===== src/rtl/mem_arb_pkg.sv =====
// mem_arb_pkg: shared state/owner encodings for the IF/LS memory port arbiter.
package mem_arb_pkg;
  localparam int WMASK_W = 4;
  typedef enum logic [1:0] {IDLE, ISSUE, WAIT} state_e;
  typedef enum logic {OWN_IF = 1'b0, OWN_LS = 1'b1} owner_e;
endpackage


===== src/rtl/rr_arb2.sv =====
// rr_arb2: combinational 2-way round-robin pick between IF and LS.
import mem_arb_pkg::*;
module rr_arb2 (
  input  logic   if_valid,
  input  logic   ls_valid,
  input  owner_e last_owner,
  output owner_e pick
);
  assign pick = (ls_valid && (!if_valid || last_owner == OWN_IF)) ? OWN_LS : OWN_IF;
endmodule


===== src/rtl/mem_port_arbiter.sv =====
// mem_port_arbiter: shares one handshaked memory port between IF and LS,
// one outstanding transaction, round-robin on contention.
import mem_arb_pkg::*;
module mem_port_arbiter #(
  parameter int ADDR_WIDTH = 32,
  parameter int DATA_WIDTH = 32
) (
  input  logic                  clk,
  input  logic                  rst,
  input  logic                  if_req_valid,
  output logic                  if_req_ready,
  input  logic [ADDR_WIDTH-1:0] if_addr,
  output logic                  if_rsp_valid,
  output logic [DATA_WIDTH-1:0] if_rdata,
  input  logic                  ls_req_valid,
  output logic                  ls_req_ready,
  input  logic [ADDR_WIDTH-1:0] ls_addr,
  input  logic                  ls_wen,
  input  logic [WMASK_W-1:0]    ls_wmask,
  input  logic [DATA_WIDTH-1:0] ls_wdata,
  output logic                  ls_rsp_valid,
  output logic [DATA_WIDTH-1:0] ls_rdata,
  output logic                  mem_req_valid,
  input  logic                  mem_req_ready,
  output logic [ADDR_WIDTH-1:0] mem_addr,
  output logic                  mem_wen,
  output logic [WMASK_W-1:0]    mem_wmask,
  output logic [DATA_WIDTH-1:0] mem_wdata,
  input  logic                  mem_rsp_valid,
  input  logic [DATA_WIDTH-1:0] mem_rdata
);
  state_e                state_q, state_d;
  owner_e                owner_q, owner_d, pick;
  logic [ADDR_WIDTH-1:0] addr_q, addr_d;
  logic                  wen_q, wen_d;
  logic [WMASK_W-1:0]    wmask_q, wmask_d;
  logic [DATA_WIDTH-1:0] wdata_q, wdata_d;
  logic                  grant, pick_ls, rsp;

  rr_arb2 u_arb (
    .if_valid   (if_req_valid),
    .ls_valid   (ls_req_valid),
    .last_owner (owner_q),
    .pick       (pick)
  );

  assign grant   = (state_q == IDLE) && (if_req_valid || ls_req_valid);
  assign pick_ls = pick == OWN_LS;
  assign rsp     = (state_q == WAIT) && mem_rsp_valid;

  always_comb begin
    state_d = grant ? ISSUE :
              (state_q == ISSUE && mem_req_ready) ? WAIT :
              rsp ? IDLE : state_q;
    owner_d = grant ? pick : owner_q;
    addr_d  = grant ? (pick_ls ? ls_addr : if_addr) : addr_q;
    wen_d   = grant ? (pick_ls && ls_wen) : wen_q;
    wmask_d = grant ? (pick_ls ? ls_wmask : '0) : wmask_q;
    wdata_d = grant ? (pick_ls ? ls_wdata : '0) : wdata_q;
  end

  // owner_q doubles as last_owner: it always names the most recent grant
  always_ff @(posedge clk or negedge rst) begin
    if (!rst) begin
      state_q <= IDLE;
      owner_q <= OWN_LS;
      addr_q  <= '0;
      wen_q   <= 1'b0;
      wmask_q <= '0;
      wdata_q <= '0;
    end else begin
      state_q <= state_d;
      owner_q <= owner_d;
      addr_q  <= addr_d;
      wen_q   <= wen_d;
      wmask_q <= wmask_d;
      wdata_q <= wdata_d;
    end
  end

  assign if_req_ready  = grant && !pick_ls && if_req_valid;
  assign ls_req_ready  = grant && pick_ls;
  assign if_rsp_valid  = rsp && owner_q == OWN_IF;
  assign ls_rsp_valid  = rsp && owner_q == OWN_LS;
  assign if_rdata      = mem_rdata;
  assign ls_rdata      = mem_rdata;
  assign mem_req_valid = state_q == ISSUE;
  assign mem_addr      = addr_q;
  assign mem_wen       = wen_q;
  assign mem_wmask     = wmask_q;
  assign mem_wdata     = wdata_q;
endmodule


===== config.mk =====
export PLATFORM = sky130hd
export DESIGN_NAME = mem_port_arbiter
export DESIGN_NICKNAME = d
export VERILOG_FILES = /design/src/rtl/mem_arb_pkg.sv /design/src/rtl/rr_arb2.sv /design/src/rtl/mem_port_arbiter.sv
export SDC_FILE = /design/constraint.sdc
export NUM_CORES = 1
export LEC_CHECK = 0
export CAP_MARGIN = 20
export CORE_AREA = 2 2 107 109
export DETAILED_ROUTE_END_ITERATION = 12
export DIE_AREA = 0 0 109 111
export PLACE_DENSITY = 0.86
export SYNTH_ARGS = -nofsm -noshare
export SYNTH_HDL_FRONTEND = slang
export SYNTH_SLANG_ARGS = --single-unit

===== constraint.sdc =====
create_clock -name clk -period 4.2 [get_ports clk]
set_clock_uncertainty 0.05 [all_clocks]
set_input_delay 1.05 -clock clk [delete_from_list [all_inputs] [get_ports clk]]
set_output_delay 1.05 -clock clk [all_outputs]
set_load 0.01 [all_outputs]

==> impl_metrics.json <==
{
  "finalPower_mw": 3.62,
  "stdcell_area_mm2": 0.00510,
  "path_class": "in2out",
  "area_delta_synth_final_pct": 52.0,
  "cts_sinks": 72,
  "cts_resized": 0,
  "period_share": 0.856,
  "ant_nets": 0,
  "clk_path_buf_depth": 2,
  "hold_buffers": 0,
  "grt_max_degree": 73,
  "hold_ws_ps": 443,
  "timing.rr.start": "state_q[0]$_DFFE_PN0P_",
  "relSlewSlack": 0.412,
  "antenna_cells": 0,
  "core-area_mm2": 0.0111,
  "peakVddDrop_v": 0.000351,
  "cts_tree": "built",
  "reg2reg_depth": 4,
  "syn_area_per_cell_um2": 12.2,
  "syn_inst": 275,
  "cts_buffers": 9,
  "viasPerCell": 5.03,
  "place_area_mm2": 0.00479,
  "drv_slew": 0,
  "synth_edf_count": 0,
  "reg2reg_to": "mem_addr[2]$_DFFE_PN0P_",
  "clk_latency_ps": 320,
  "hold_path_depth": 1,
  "cts_setup_buffers": 0,
  "gp_routability_congestion": 0.698,
  "cts_root_buf": "clkbuf_16",
  "final_layout_size_suffix_gt1_frac": 0.0641,
  "grt_pass1_wl_um": 14500,
  "synth_flop_cell": "dfrtp_1",
  "hold_class": "reg2reg",
  "tightest_slew_ps": 882,
  "clk_pin_slew_ps": 50,
  "dp_hpwl_um": 6960,
  "cp.required_ps": 3100,
  "max_freq_ghz": 0.278,
  "cp-start-kind": "input port",
  "final_nets": 525,
  "yosysWarnings": 0,
  "dr.first_iter.drc_count": 136,
  "chipWidth_um": 109,
  "port_buffers": 180,
  "utilization": 0.460,
  "htreeDepth": 3,
  "vias": 2683,
  "final_hold_viol_count": 0,
  "status": "finished clean",
  "ys_seq_area_frac": 0.538,
  "start_util": 0.303,
  "hold_end": "mem_wmask[0]$_DFFE_PN0P_",
  "wl_per_cell_um": 18.0,
  "yosys.cell_types.count": 22,
  "die_y_um": 111,
  "grt_pass1_vias": 2841,
  "firstDrtPassIters": 4,
  "drt_wl_total_um": 9570,
  "synth_area_mm2": 0.00335,
  "holdCritStartpoint": "mem_wmask[0]$_DFFE_PN0P_",
  "grtUsageTotal": 0.158,
  "dieArea_mm2": 0.0121,
  "io_pins": 277,
  "grt_overflow": 0,
  "rows": 39,
  "p_per_area_mw_per_mm2": 710,
  "drv_cap": 0,
  "yosys_register_bits": 72,
  "synth_nets": 414,
  "drc_errors": 0,
  "fin_setup_tns_ps": 0,
  "leakage_nw": 2.28,
  "period_needed_ps": 3590,
  "arrival_ps": 2490,
  "rsz0062_at_grt": "no",
  "reg2reg_slack_ps": 2090,
  "cp-end-kind": "output pin",
  "antenna_found_initial": 0,
  "crit_fanout": 3,
  "synth-async-reset-ratio": 1.00,
  "setup-violations-final": 0
}
==> cell type report <==
type | count | area [um2]
clock buffer | 13 | 270
clock inverter | 2 | 37.5
fill | 1011 | 5980
inverter | 2 | 7.51
multi-input combinational | 116 | 951
sequential | 72 | 1800
tap | 143 | 179
timing repair buffer | 185 | 1850
==> sequential cells by signal (all words and copies together), names as in the netlist <==
signal,flops
mem_wdata,32
state_q,2
mem_addr,32
owner_q,1
mem_wmask,4
mem_wen,1
==> metrics by stage <==
step	cells	worst slack (ps)
6_report	533	605
3_3_place_gp	518	621
2_1_floorplan	275	1490
4_1_cts	533	606
5_1_grt	533	562
3_5_place_dp	518	613
==> worst max-delay path by stage <==
stage | start | to | slack [ps] | cells after the start
final | ls_req_valid | ls_req_ready | 610 | 4
after global routing | ls_req_valid | ls_req_ready | 560 | 4
after CTS | ls_req_valid | ls_req_ready | 610 | 4
after detailed placement | ls_req_valid | ls_req_ready | 610 | 4
after global placement | ls_req_valid | ls_req_ready | 620 | 4
after floorplan | ls_req_valid | ls_req_ready | 1490 | 3
==> critical path, stage by stage <==
cell,delay (ps)
clkdlybuf4s50_1,550
a21boi_2,200
and2_1,150
clkdlybuf4s50_1,540
==> logic make-up (layout without fill, tap and decap cells) <==
kind of cell | Yosys count | after routing | synth area share
flip-flops | 72 | 72 | 0.538
buffers and inverters | 87 | 202 | 0.181
AO/OA/AOI/OAI | 75 | 75 | 0.205
AND/OR/NAND/NOR | 41 | 41 | 0.0765
==> routing by layer <==
layer / vias to the layer above / track usage / part of all wire
met1: 1313 / 0.163 / 0.37
li1: 1183 / - / -
met2: 138 / 0.270 / 0.50
met5: - / 0 / 0
met3: 49 / 0.0511 / 0.094
met4: 0 / 0.101 / 0.044
==> where the power goes <==
group          switching (mW)  total [mW]  internal (mW)
Sequential              0.204        1.23           1.03
Clock                   0.265       0.770          0.505
Combinational           0.648        1.62          0.968
==> cell usage after synthesis (2+ instances only) <==
cell | instances | area share
o21ai_0 | 3 | 0.0045
and3_1 | 32 | 0.060
inv_1 | 2 | 0.0022
a221o_1 | 32 | 0.096
dfrtp_1 | 71 | 0.53
buf_2 | 2 | 0.0030
buf_4 | 66 | 0.15
clkbuf_1 | 13 | 0.015
buf_6 | 4 | 0.013
nand2_1 | 2 | 0.0022
a22o_1 | 37 | 0.097
==> layout by cell type (no fill, tap or decap) <==
| cell type | netlist | routed |
|---|---|---|
| clkdlybuf4s50_1 | 0 | 179 |
| dfrtp_1 | 71 | 71 |
| a22o_1 | 37 | 37 |
| and3_1 | 32 | 32 |
| a221o_1 | 32 | 32 |
| clkbuf_16 | 0 | 9 |
| buf_4 | 66 | 5 |
| o21ai_0 | 3 | 3 |
| clkbuf_8 | 0 | 3 |
| nand2_1 | 2 | 2 |
| inv_1 | 2 | 2 |
| nor2b_1 | 1 | 1 |
| nand2b_1 | 1 | 1 |
| nor2_2 | 1 | 1 |
| and3_4 | 1 | 1 |
| a21boi_2 | 1 | 1 |
| and2_1 | 1 | 1 |
| nor3_1 | 1 | 1 |
| nor3b_1 | 1 | 1 |
| o21ai_4 | 0 | 1 |
| a21o_1 | 1 | 1 |
| clkinvlp_4 | 0 | 1 |
| clkbuf_1 | 13 | 1 |
| bufinv_16 | 0 | 1 |
| dfstp_2 | 1 | 1 |
| buf_12 | 0 | 1 |
No activity file was read; power rests on OpenSTA's default activity.
